`config.mk`:
```
export PLATFORM = sky130hd
export DESIGN_NAME = mux4_rr_arbiter_flat
export DESIGN_NICKNAME = d
export VERILOG_FILES = /design/src/rtl/mux4_rr_arbiter_pkg.sv /design/src/rtl/mux4_rr_arbiter_if.sv /design/src/rtl/mux4_rr_arbiter_mux.sv /design/src/rtl/mux4_rr_arbiter_rr_pick.sv /design/src/rtl/mux4_rr_arbiter.sv /design/src/flat_wrapper.sv
export SDC_FILE = /design/constraint.sdc
export NUM_CORES = 1
export LEC_CHECK = 0
export BUFFER_PORTS_ARGS = -buffer_cell sky130_fd_sc_hd__buf_2
export CORE_AREA = 2 2 130 132
export CTS_CLUSTER_DIAMETER = 40
export DETAILED_ROUTE_END_ITERATION = 12
export DIE_AREA = 0 0 132 134
export GPL_TIMING_DRIVEN = 0
export PLACE_DENSITY = 0.64
export SYNTH_ARGS = -nofsm -noshare
export SYNTH_HDL_FRONTEND = slang
export SYNTH_SLANG_ARGS = --single-unit
```
`constraint.sdc`:
```
create_clock -name clk -period 4.94 [get_ports clk]
set_clock_uncertainty 0.15 [all_clocks]
set_input_delay 0.741 -clock clk [delete_from_list [all_inputs] [get_ports clk]]
set_output_delay 0.741 -clock clk [all_outputs]
set_load 0.005 [all_outputs]
```
`src/rtl/mux4_rr_arbiter_pkg.sv`:
```
// Shared constants, state encoding and helpers for the 4-requester round-robin arbiter.
package mux4_arb_pkg;

  localparam int unsigned NUM_REQ    = 4;
  localparam int unsigned IDX_W      = 2;
  localparam int unsigned DEF_DATA_W = 64;

  typedef enum logic {
    IDLE = 1'b0,
    FULL = 1'b1
  } state_t;

  function automatic logic [NUM_REQ-1:0] idx2oh(input logic [IDX_W-1:0] idx);
    idx2oh      = '0;
    idx2oh[idx] = 1'b1;
  endfunction

endpackage

```
`src/rtl/mux4_rr_arbiter_if.sv`:
```
// Requester/consumer bundle of the round-robin arbiter; the lock vector exists only
// when ARB_LOCK_EN is defined.
interface mux4_arb_if #(
  parameter int unsigned DATA_W = 64
);
  logic [3:0]        req;
  logic [DATA_W-1:0] a;
  logic [DATA_W-1:0] b;
  logic [DATA_W-1:0] c;
  logic [DATA_W-1:0] d;
  logic [3:0]        gnt;
  logic [1:0]        sel;
  logic              out_valid;
  logic [DATA_W-1:0] out_data;
  logic              out_ready;
`ifdef ARB_LOCK_EN
  logic [3:0]        lock;
`endif

  // Arbiter side
  modport slave (
    input  req, a, b, c, d, out_ready,
`ifdef ARB_LOCK_EN
    input  lock,
`endif
    output gnt, sel, out_valid, out_data
  );

  // Producer/consumer side
  modport master (
    output req, a, b, c, d, out_ready,
`ifdef ARB_LOCK_EN
    output lock,
`endif
    input  gnt, sel, out_valid, out_data
  );

endinterface

```
`src/rtl/mux4_rr_arbiter_mux.sv`:
```
// Plain 4:1 word select shared by all requesters.
module mux_4_in #(
  parameter int unsigned DATA_W = 64
) (
  input  logic [DATA_W-1:0] a,
  input  logic [DATA_W-1:0] b,
  input  logic [DATA_W-1:0] c,
  input  logic [DATA_W-1:0] d,
  input  logic [1:0]        sel,
  output logic [DATA_W-1:0] y
);

  always_comb begin
    y = '0;
    unique case (sel)
      2'd0: y = a;
      2'd1: y = b;
      2'd2: y = c;
      2'd3: y = d;
      default: y = '0;
    endcase
  end

endmodule

```
`src/rtl/mux4_rr_arbiter_rr_pick.sv`:
```
// Combinational round-robin pick: first requester after `last`, wrapping 3 -> 0.
module rr_pick
  import mux4_arb_pkg::*;
(
  input  logic [NUM_REQ-1:0] req,
  input  logic [IDX_W-1:0]   last,
  output logic [IDX_W-1:0]   pick,
  output logic               any
);

  logic [2*NUM_REQ-1:0] w_dbl;
  logic [2*NUM_REQ-1:0] w_shifted;
  logic [IDX_W:0]       w_sh;
  logic [NUM_REQ-1:0]   w_rot;
  logic [IDX_W-1:0]     w_off;
  logic                 w_found;

  // Rotate so bit 0 is the requester right after `last`, then take the lowest set bit.
  assign w_dbl     = {req, req};
  assign w_sh      = {1'b0, last} + 3'd1;
  assign w_shifted = w_dbl >> w_sh;
  assign w_rot     = w_shifted[NUM_REQ-1:0];

  always_comb begin
    w_off   = '0;
    w_found = 1'b0;
    for (int unsigned i = 0; i < NUM_REQ; i++) begin
      if (w_rot[i] && !w_found) begin
        w_off   = i[IDX_W-1:0];
        w_found = 1'b1;
      end
    end
  end

  assign pick = last + 2'd1 + w_off;
  assign any  = |req;

endmodule

```
`src/rtl/mux4_rr_arbiter.sv`:
```
// Round-robin arbiter driving a shared 4:1 select into a one-entry valid/ready buffer.
// Define ARB_LOCK_EN to let the last-granted requester hold the grant with lock[].
module mux4_rr_arbiter
  import mux4_arb_pkg::*;
#(
  parameter int unsigned      DATA_W  = DEF_DATA_W,
  parameter logic [IDX_W-1:0] RST_PTR = 2'd3
) (
  input logic       clk,
  input logic       reset,
  mux4_arb_if.slave bus
);

  state_t             r_state;
  state_t             w_state_nxt;
  logic [IDX_W-1:0]   r_last;
  logic [IDX_W-1:0]   r_sel;
  logic [IDX_W-1:0]   w_rr_pick;
  logic [IDX_W-1:0]   w_pick;
  logic [IDX_W-1:0]   w_sel;
  logic [NUM_REQ-1:0] r_gnt;
  logic [DATA_W-1:0]  r_data;
  logic [DATA_W-1:0]  w_mux;
  logic               w_any;
  logic               w_can_load;
  logic               w_load;

  rr_pick u_rr_pick (
    .req  (bus.req),
    .last (r_last),
    .pick (w_rr_pick),
    .any  (w_any)
  );

`ifdef ARB_LOCK_EN
  assign w_pick = (bus.lock[r_last] && bus.req[r_last]) ? r_last : w_rr_pick;
`else
  assign w_pick = w_rr_pick;
`endif

  assign w_sel = w_any ? w_pick : r_sel;

  mux_4_in #(.DATA_W(DATA_W)) u_mux (
    .a   (bus.a),
    .b   (bus.b),
    .c   (bus.c),
    .d   (bus.d),
    .sel (w_sel),
    .y   (w_mux)
  );

  // out_valid is exactly state==FULL, so "out_valid && out_ready" reduces to out_ready here.
  assign w_can_load = (r_state == IDLE) || bus.out_ready;
  assign w_load     = w_can_load && w_any;

  always_ff @(posedge clk or posedge reset) begin
    if (reset) r_state <= IDLE;
    else       r_state <= w_state_nxt;
  end

  always_comb begin
    w_state_nxt = r_state;
    if (w_can_load) w_state_nxt = w_any ? FULL : IDLE;
  end

  always_ff @(posedge clk or posedge reset) begin
    if (reset) begin
      r_data <= '0;
      r_gnt  <= '0;
      r_last <= RST_PTR;
      r_sel  <= '0;
    end else begin
      r_sel <= w_sel;
      r_gnt <= w_load ? idx2oh(w_pick) : '0;
      if (w_load) begin
        r_data <= w_mux;
        r_last <= w_pick;
      end
    end
  end

  assign bus.gnt       = r_gnt;
  assign bus.sel       = w_sel;
  assign bus.out_valid = (r_state == FULL);
  assign bus.out_data  = r_data;

endmodule

```
`src/flat_wrapper.sv`:
```
// flat-port wrapper written by rule: the top's interface ports become plain ports
module mux4_rr_arbiter_flat import mux4_arb_pkg::*;
#(
  parameter int unsigned      DATA_W  = DEF_DATA_W,
  parameter logic [IDX_W-1:0] RST_PTR = 2'd3
)
  (clk, reset, bus_req, bus_a, bus_b, bus_c, bus_d, bus_out_ready, bus_gnt, bus_sel, bus_out_valid, bus_out_data);
  mux4_arb_if #(.DATA_W(DATA_W)) bus_i ();
  input logic clk;
  input logic reset;
  input wire logic [$bits(bus_i.req)-1:0] bus_req;
  input wire logic [$bits(bus_i.a)-1:0] bus_a;
  input wire logic [$bits(bus_i.b)-1:0] bus_b;
  input wire logic [$bits(bus_i.c)-1:0] bus_c;
  input wire logic [$bits(bus_i.d)-1:0] bus_d;
  input wire logic [$bits(bus_i.out_ready)-1:0] bus_out_ready;
  output wire logic [$bits(bus_i.gnt)-1:0] bus_gnt;
  output wire logic [$bits(bus_i.sel)-1:0] bus_sel;
  output wire logic [$bits(bus_i.out_valid)-1:0] bus_out_valid;
  output wire logic [$bits(bus_i.out_data)-1:0] bus_out_data;
  assign bus_i.req = bus_req;
  assign bus_i.a = bus_a;
  assign bus_i.b = bus_b;
  assign bus_i.c = bus_c;
  assign bus_i.d = bus_d;
  assign bus_i.out_ready = bus_out_ready;
  assign bus_gnt = bus_i.gnt;
  assign bus_sel = bus_i.sel;
  assign bus_out_valid = bus_i.out_valid;
  assign bus_out_data = bus_i.out_data;
  mux4_rr_arbiter #(.DATA_W(DATA_W), .RST_PTR(RST_PTR)) u_core (.clk(clk), .reset(reset), .bus(bus_i));
endmodule
```
After elaboration in Yosys (flattened, before gate mapping)
Cells that the tools add are included.

storage, ports and cells
  register bits after elaboration = 73
  input port bits = 263
  output and inout bits = 71
  logic and storage cells = 38

cells by class
  add/subtract/negate cells = 3
  $lt $le $gt $ge = 2
  eq/ne operators = 3
  shift-type cells = 1
  multiplexer cells = 12
  bitwise gates (word level) = 1
  reduce and logical (&&, ||, !) cells = 11

operators by type and width
  kind                   count
  $pmux W64 S4           1
  $shr A8 B3 Y4          1
  $mux W1                6
  $mux W2                3
  $logic_and A1 B1 Y1    5
  $eq A2 B2 Y1 const B   2
  $mux W4                1
  $reduce_or A4 Y1       1
  $add A2 B1 Y3 const B  1
  $logic_not A1 Y1       3
  $lt A2 B3 Y1 const B   1
  $add A2 B1 Y2 const B  1
  $add A2 B2 Y2          1
  $demux W1 S2           1
  $eq A2 B1 Y1 const B   1
  $ge A2 B1 Y1 const B   1
  $logic_not A2 Y1       1
  $logic_or A1 B1 Y1     1
  $not A1 Y1             1

Longest topological paths before layout
Gate-level depths: netlist of run 1.

  depth in word-level cells = 18
  mapped depth = 14
  depth with buffers taken out = 11

By module
Synthesis of run 1 repeated with hierarchy kept, for this count alone.

unflattened totals
  cells, all modules = 259
  area total of the unflattened synthesis = 4,508.1 sq um

modules (own cells, without submodules)
  module           instances  cells each  area an instance (sq um)  sequential area each (sq um)
  mux4_rr_arbiter  1          156         2,720.1                   1,829.3
  mux_4_in         1          78          1,622.8                   0.0
  rr_pick          1          25          165.2                     0.0

Worst setup path after synthesis of run 1
Ideal clock, no wire load.

  path type = input to output
  from = input port bus_req[2]
  to = output port bus_sel[1]
  data arrival time = 2.524 ns
  required time = 4.049 ns
  setup slack = 1.525 ns
  cell stages on the path = 9
  path buffers = 2
  cells stage by stage = buf_2 nor2b_1 a221oi_1 a21oi_1 a211oi_1 ha_1 xnor2_2 clkbuf_1 a21oi_1

on the way
  cells in the longest elaborated chain, start to end = 13

ends and longest elaborated chain
  element              RTL line                       source
  start: declaration   flat_wrapper.sv:11             input wire logic [$bits(bus_i.req)-1:0] bus_req;
  $shr A8 B3 Y4        mux4_rr_arbiter_rr_pick.sv:21  assign w_shifted = w_dbl >> w_sh;
  $mux W1              mux4_rr_arbiter_rr_pick.sv:28  if (w_rot[i] && !w_found) begin
  $logic_not A1 Y1     mux4_rr_arbiter_rr_pick.sv:28
  $logic_and A1 B1 Y1  mux4_rr_arbiter_rr_pick.sv:28
  $mux W1              mux4_rr_arbiter_rr_pick.sv:28
  $logic_not A1 Y1     mux4_rr_arbiter_rr_pick.sv:28
  $logic_and A1 B1 Y1  mux4_rr_arbiter_rr_pick.sv:28
  $mux W1              mux4_rr_arbiter_rr_pick.sv:28
  $logic_not A1 Y1     mux4_rr_arbiter_rr_pick.sv:28
  $logic_and A1 B1 Y1  mux4_rr_arbiter_rr_pick.sv:28
  $mux W2              mux4_rr_arbiter_rr_pick.sv:28
  $add A2 B2 Y2        mux4_rr_arbiter_rr_pick.sv:35  assign pick = last + 2'd1 + w_off;
  $mux W2 *            mux4_rr_arbiter.sv:41          assign w_sel = w_any ? w_pick : r_sel;
  end: declaration     flat_wrapper.sv:18             output wire logic [$bits(bus_i.sel)-1:0] bus_sel;

Every way passes the cells marked *; elsewhere a longest branch is shown, timed or not.

Worst setup path in the final report of run 1
  from = register u_core.r_last[0]
  to = output port bus_sel[1]

on the way
  cells in the longest elaborated chain, start to end = 14

ends and longest elaborated chain
  element                   RTL line                       source
  start: declaration        mux4_rr_arbiter.sv:16          logic [IDX_W-1:0] r_last;
  start signal: assignment  mux4_rr_arbiter.sv:77          r_last <= w_pick;
  $add A2 B1 Y3             mux4_rr_arbiter_rr_pick.sv:20  assign w_sh = {1'b0, last} + 3'd1;
  $shr A8 B3 Y4             mux4_rr_arbiter_rr_pick.sv:21
  $mux W1                   mux4_rr_arbiter_rr_pick.sv:28
  $logic_not A1 Y1          mux4_rr_arbiter_rr_pick.sv:28
  $logic_and A1 B1 Y1       mux4_rr_arbiter_rr_pick.sv:28
  $mux W1                   mux4_rr_arbiter_rr_pick.sv:28
  $logic_not A1 Y1          mux4_rr_arbiter_rr_pick.sv:28
  $logic_and A1 B1 Y1       mux4_rr_arbiter_rr_pick.sv:28
  $mux W1                   mux4_rr_arbiter_rr_pick.sv:28
  $logic_not A1 Y1          mux4_rr_arbiter_rr_pick.sv:28
  $logic_and A1 B1 Y1       mux4_rr_arbiter_rr_pick.sv:28
  $mux W2                   mux4_rr_arbiter_rr_pick.sv:28
  $add A2 B2 Y2 *           mux4_rr_arbiter_rr_pick.sv:35
  $mux W2 *                 mux4_rr_arbiter.sv:41

Marked as above.

==> results of run 1 <==
## cells by family after synthesis
logic type / Yosys count
compound gates: 207
xor+xnor: 4
fa+ha+maj: 1
buf+inv: 63
flops: 73
mux: 2
simple gates: 271
## worst min path at each step
stage / startpoint / end / slack [ns] / cells past startpoint
after global routing: reset / u_core.bus.out_data[48]$_DFFE_PP0P_ / 0.27 / 2
after CTS: reset / u_core.bus.out_data[51]$_DFFE_PP0P_ / 0.25 / 2
after detailed placement: u_core.bus.out_data[0]$_DFFE_PP0P_ / u_core.bus.out_data[0]$_DFFE_PP0P_ / 0.32 / 2
final: reset / u_core.bus.out_data[48]$_DFFE_PP0P_ / 0.24 / 2
after floorplan: u_core.bus.out_data[8]$_DFFE_PP0P_ / u_core.bus.out_data[8]$_DFFE_PP0P_ / 0.32 / 2
after global placement: u_core.bus.out_data[0]$_DFFE_PP0P_ / u_core.bus.out_data[0]$_DFFE_PP0P_ / 0.32 / 2
## power groups by stage
stage	combinational (mW)	clock [mW]	sequential [mW]
finish	3.35	0.734	1.08
global placement	3.36	0	1.09
detailed placement	3.39	0	1.08
CTS	3.40	0.753	1.08
floorplan	2.16	0	1.10
global route	3.74	0.777	1.12
## layout by cell type, fill, tap and decap left out, drive strengths merged, types with 2 or more instances in the layout
cell type | synthesis | routed
nor2b | 2 | 2
xnor2 | 2 | 2
buf | 22 | 352
a21oi | 4 | 4
dfrtp | 71 | 71
o21ai | 77 | 77
o22ai | 27 | 27
mux2i | 2 | 2
inv | 5 | 6
bufinv | 0 | 2
nand2 | 120 | 120
nor3 | 31 | 31
nor2 | 88 | 88
and3 | 25 | 25
xor2 | 2 | 2
clkinv | 0 | 2
a21boi | 2 | 2
clkbuf | 36 | 46
a211oi | 88 | 88
nand3 | 2 | 2
dfstp | 2 | 2
o22a | 2 | 2
## layer usage
metal / GRT usage / part of all wire / vias up
met5: 0 / 0 / -
met4: 0.0755 / 0.017 / 0
met3: 0.0469 / 0.072 / 23
met2: 0.399 / 0.50 / 291
met1: 0.285 / 0.41 / 2785
li1: - / - / 2909
## sequential cells by signal, summed over array words and instances, names as in the netlist
name / cells
u_core.bus.out_valid: 1
u_core.r_last: 2
u_core.r_sel: 2
u_core.bus.gnt: 4
u_core.bus.out_data: 64
## critical path: cells and delay by family, from the launching register on
family | cells | cell delay (ns)
and+or+nand+nor | 1 | 0.09
DFF | 1 | 0.54
AOI/OAI and AO/OA | 4 | 0.68
xor gates and xnor gates | 1 | 0.28
adders and majority gates | 1 | 0.41
buffers and inverters | 3 | 1.02
## metrics by stage
| stage | utilization | setup slack (ns) | hold slack [ns] |
|---|---|---|---|
| final | 0.438 | 0.696 | 0.240 |
| after global routing | 0.438 | 0.426 | 0.271 |
| after CTS | 0.438 | 0.648 | 0.253 |
| after detailed placement | 0.418 | 0.785 | 0.321 |
| after global placement | 0.416 | 0.838 | 0.320 |
| after floorplan | - | 1.53 | 0.323 |
## final cells by class
type	count	area, sq um
tap	220	275
inverter	5	21.3
clock buffer	10	239
clock inverter	6	90.1
sequential	73	1830
multi-input combinational	485	2730
buffer	58	272
antenna	1	2.50
fill	1684	9160
timing repair buffer	330	1670
## cells in the mapped netlist, drive strengths merged, types with 2 or more instances
library cell / number
o22a: 2
nand3: 2
nand2: 120
a21boi: 2
xnor2: 2
dfrtp: 71
nor3: 31
a21oi: 4
nor2b: 2
clkbuf: 36
a211oi: 88
nor2: 88
xor2: 2
o21ai: 77
mux2i: 2
inv: 5
and3: 25
buf: 22
o22ai: 27
dfstp: 2
==> results.yml, run 1 <==
synthesis:
  ys_types: 40
  synthSimpleGateAreaFrac: 0.238
  synth_enable_flop_cells: 0
  syn_area_sq_um: 4850
  syn-num-nets: 885
  synth_area_leaders: "dfrtp_1 (37%), nand2_1 (9.2%), a211oi_1 (9.1%), o21ai_0 (7.8%), a211oi_2 (7.5%)"
  yosys.area_share.xor_xnor: 0.0126
  syn_avg_cell_area_sq_um: 7.81
  synth_top_family_by_area: "compound AO/OA/AOI/OAI gates"
  synth_top_area_share: 0.366
  async_reset_ff_frac: 1.00
  synth_mux_area_frac: 0.00413
  synth_fa_ha_area_frac: 0.00258
  synth-compound-area-share: 0.305
  synth_largest_area_cell: "dfrtp_1"
  synth-seq-cells: 73
  ys_seq_area_frac: 0.377
  yosys_warnings: 0
  synth_ff_type: "dfrtp_1"
  netlist_instances: 621
route:
  wl_per_cell_um: 17.5
  detail_route.wirelength_mm: 20.8
  drt_iter0_drc: 232
  ant_nets: 0
  first_pass_iters: 5
  drcViolationCount: 0
  num_vias: 6008
  vias_per_cell: 5.06
placed_design:
  place_congestion: 0.832
  dp_cells: 1171
  placed_cell_area_sq_um: 6800
  hpwl_mm: 16.2
  numPortBuffers: 329
critical_path:
  crit_path_start: "u_core.r_last[0]$_DFFE_PP1P_"
  r2r_start: "u_core.r_last[0]$_DFFE_PP1P_"
  start_kind: "flip-flop"
  critPathKind: "flip-flop to primary output"
  cp.required_ns: 4.05
  worst_setup_path_end_kind: "primary output"
  cp_slowest_cell: "dfstp_2"
  cpPeakStageDelay_ns: 0.54
  crit_arrival_ns: 3.35
  r2r_slack_ns: 1.08
  path_cells: "clkbuf_1, nor2_1, a221oi_1, a21oi_1, a211oi_1, ha_1, xnor2_2, clkbuf_1, a21oi_1, buf_2"
  worstPathMaxFanout: 10
  r2r_cells: 13
  rr_endpoint: "u_core.bus.out_data[13]$_DFFE_PP0P_"
  endpoint: "bus_sel[1]"
power_and_ir_drop:
  combPwrFrac: 0.648
  power.leakage_nw: 3.51
  power.density_nw_per_um2: 724
  total_power_mw: 5.17
  p_int_mw: 2.67
  clkPwrFrac: 0.142
  seq_power_share: 0.210
  p_switching_mw: 2.50
  swShare: 0.484
  ir_drop_v: 0.000246
clock_tree:
  insertion_delay_ns: 0.34
  cts_tree: "yes"
  cts.path.max_buffers: 2
  cts.sinks: 73
  clk_pin_slew_ns: 0.06
  cts_setup_buffers: 0
  cts_root_buffer: "clkbuf_16"
  holdBufCountCts: 0
  cts_made_buffers: 9
  htree_levels: 3
  cts_resized: 0
global_routing:
  grt_max_degree: 47
  overflow: 0
  grt_pass1_vias: 5945
  grtUsageTotal: 0.230
  grt_antenna_before_repair: 1
  grt_pass1_wl_mm: 31.8
floorplan:
  rows: 47
  initial_core_util: 0.298
  fp.dieW_um: 132
  pin_count: 334
  die_area_sq_um: 17700
  die_h_um: 134
  core_sq_um: 16300
outcome:
  status: "finished clean"
sta:
  fin_crit_ns: 4.24
  rsz0062_at_grt: "false"
  final-setup-viol-count: 0
  fmaxAchievable_mhz: 236
  slew_headroom: 0.487
  fin_setup_tns_ns: 0
  slew_violations: 0
  finalHoldViolations: 0
  period_share: 0.859
  tightest_slew_ns: 0.769
final_layout:
  final_cell_area_sq_um: 7130
  final_cells: 1188
  finalNetCount: 1226
  syn_to_final_growth_pct: 47.1
  drive_above_1_share: 0.421
hold_path:
  min_path_type: "primary input to asynchronous set/reset pin"
run:
  maxCapViolCount: 0
Power figures use the tool's default switching activity.
==> inputs of run 2 (changes only) <==
CORE_AREA = 2 2 128 130   (was 2 2 130 132)
DIE_AREA = 0 0 130 132   (was 0 0 132 134)
PLACE_DENSITY = 0.66   (was 0.64)
clock period = 4.8 ns   (was 4.94 ns; I/O delays follow)
==> run 2 against run 1 <==
Global-route usage rose by 1.0 points. Count of clock-buffer cells in the layout did not move. First-iteration DRC count rose by 43%. Via count rose by 0.53%. Routed wire length rose by 0.94%. Final cell count fell by 0.51%. Sequential power barely moved. Critical path type unchanged. Critical endpoint unchanged. Largest power group unchanged.
==> results.yml, run 2 (synthesized netlist as in run 1, its figures left out) <==
outcome:
  status: "finished clean"
critical_path:
  rr_endpoint: "u_core.bus.out_data[16]$_DFFE_PP0P_"
  critPathBufInv: 3
  r2r_slack_ns: 0.92
  worstPathMaxFanout: 10
  endpoint: "bus_sel[1]"
  crit_arrival_ns: 3.42
  r2r_start: "u_core.r_last[0]$_DFFE_PP1P_"
  critPathKind: "flip-flop to primary output"
  crit_family: "buffers and inverters"
  crit_path_start: "u_core.r_last[0]$_DFFE_PP1P_"
  cp.required_ns: 3.93
  path_cells: "clkbuf_1, nor2_1, a221oi_1, a21oi_1, a211oi_1, ha_1, xnor2_2, clkbuf_1, a21oi_1, buf_2"
  worst_setup_path_end_kind: "primary output"
  cpPeakStageDelay_ns: 0.58
  start_kind: "flip-flop"
  cp_slowest_cell: "clkbuf_1"
  r2r_cells: 11
  cp.depth: 10
final_layout:
  final_core_util: 0.455
  syn_to_final_growth_pct: 47.5
  final_cells: 1182
  most-common-layout-cells: "buf_2 (342), nand2_1 (119), nor2_1 (88)"
  final_common_cell: "buf_2"
  largest_register_ffs: 64
  antenna_cells: 0
  drive_above_1_share: 0.419
  finalNetCount: 1226
  final_cell_area_sq_um: 7160
power_and_ir_drop:
  power.density_nw_per_um2: 757
  power.leakage_nw: 3.53
  total_power_mw: 5.41
  ir_drop_v: 0.000258
global_routing:
  grt_antenna_before_repair: 1
  grtUsageTotal: 0.240
  grt_pass1_vias: 6090
  grt_max_degree: 50
  grt_pass1_wl_mm: 31.9
  overflow: 0
route:
  first_pass_iters: 5
  drt_iter0_drc: 332
  vias_per_cell: 5.11
  detail_route.wirelength_mm: 21.0
  ant_nets: 0
  num_vias: 6040
  drcViolationCount: 0
  wl_per_cell_um: 17.8
sta:
  rsz0062_at_grt: "false"
  fin_setup_tns_ns: 0
  slew_violations: 0
  finalHoldViolations: 0
  fmaxAchievable_mhz: 233
  setup_ws_ns: 0.505
  period_share: 0.895
  tightest_slew_ns: 0.782
  slew_headroom: 0.478
  fin_crit_ns: 4.29
  final-setup-viol-count: 0
  hold_ws_ns: 0.211
floorplan:
  die_area_sq_um: 17200
  initial_core_util: 0.309
  rows: 46
  pin_count: 334
  core_sq_um: 15700
  fp.dieW_um: 130
  die_h_um: 132
clock_tree:
  clk_pin_slew_ns: 0.06
  cts.path.max_buffers: 2
  cts.sinks: 73
  cts_resized: 0
  cts_setup_buffers: 0
  cts_tree: "yes"
  htree_levels: 3
  insertion_delay_ns: 0.34
  cts_made_buffers: 9
  cts_root_buffer: "clkbuf_16"
  holdBufCountCts: 0
placed_design:
  dp_cells: 1167
  placed_cell_area_sq_um: 6800
  dp_slack_ns: 0.702
  numPortBuffers: 329
  place_congestion: 0.871
  hpwl_mm: 16.4
hold_path:
  min_path_type: "primary input to asynchronous set/reset pin"
run:
  maxCapViolCount: 0
## run 2: cell count changes in the layout (fill, tap and decap cells not counted), sizes merged
cell / delta
inv: -1
bufinv: +2
clkinv: -1
clkinvlp: -1
diode: -1
## run 2: worst min path at each step
stage,from,end,slack [ns],cells after the start
after floorplan,u_core.bus.out_data[8]$_DFFE_PP0P_,u_core.bus.out_data[8]$_DFFE_PP0P_,0.32,2
after global placement,u_core.bus.out_data[8]$_DFFE_PP0P_,u_core.bus.out_data[8]$_DFFE_PP0P_,0.32,2
after detailed placement,u_core.bus.out_data[8]$_DFFE_PP0P_,u_core.bus.out_data[8]$_DFFE_PP0P_,0.32,2
after CTS,reset,u_core.bus.out_data[31]$_DFFE_PP0P_,0.21,2
after global routing,reset,u_core.bus.out_data[31]$_DFFE_PP0P_,0.23,2
final,reset,u_core.bus.out_data[31]$_DFFE_PP0P_,0.21,2
## run 2: worst reg2reg max path: stages (launching register included)
cell and delay [ns]:
dfstp_2 0.54, clkbuf_1 0.32, nor2_1 0.09, a221oi_1 0.25, a21oi_1 0.07, a211oi_1 0.20, ha_1 0.37, nor2_1 0.49
clkbuf_1 0.49, clkbuf_1 0.49, a211oi_1 0.17, nor3_1 0.17
## run 2: layer usage
| layer | share of wire | GRT usage |
|---|---|---|
| met5 | 0.00033 | 0 |
| met3 | 0.075 | 0.0528 |
| met2 | 0.47 | 0.401 |
| met4 | 0.027 | 0.0944 |
| met1 | 0.42 | 0.298 |
## run 2: power by group
group	internal [mW]	total (mW)	switching (mW)
Sequential	0.954	1.11	0.153
Clock	0.559	0.836	0.277
Combinational	1.32	3.47	2.15
Total	2.83	5.41	2.58
## run 2: area by class of cell
class | instances | area (sq um)
sequential | 73 | 1830
fill | 1634 | 8560
clock inverter | 5 | 129
inverter | 5 | 21.3
buffer | 58 | 272
multi-input combinational | 485 | 2730
tap | 216 | 270
timing repair buffer | 330 | 1670
clock buffer | 10 | 229
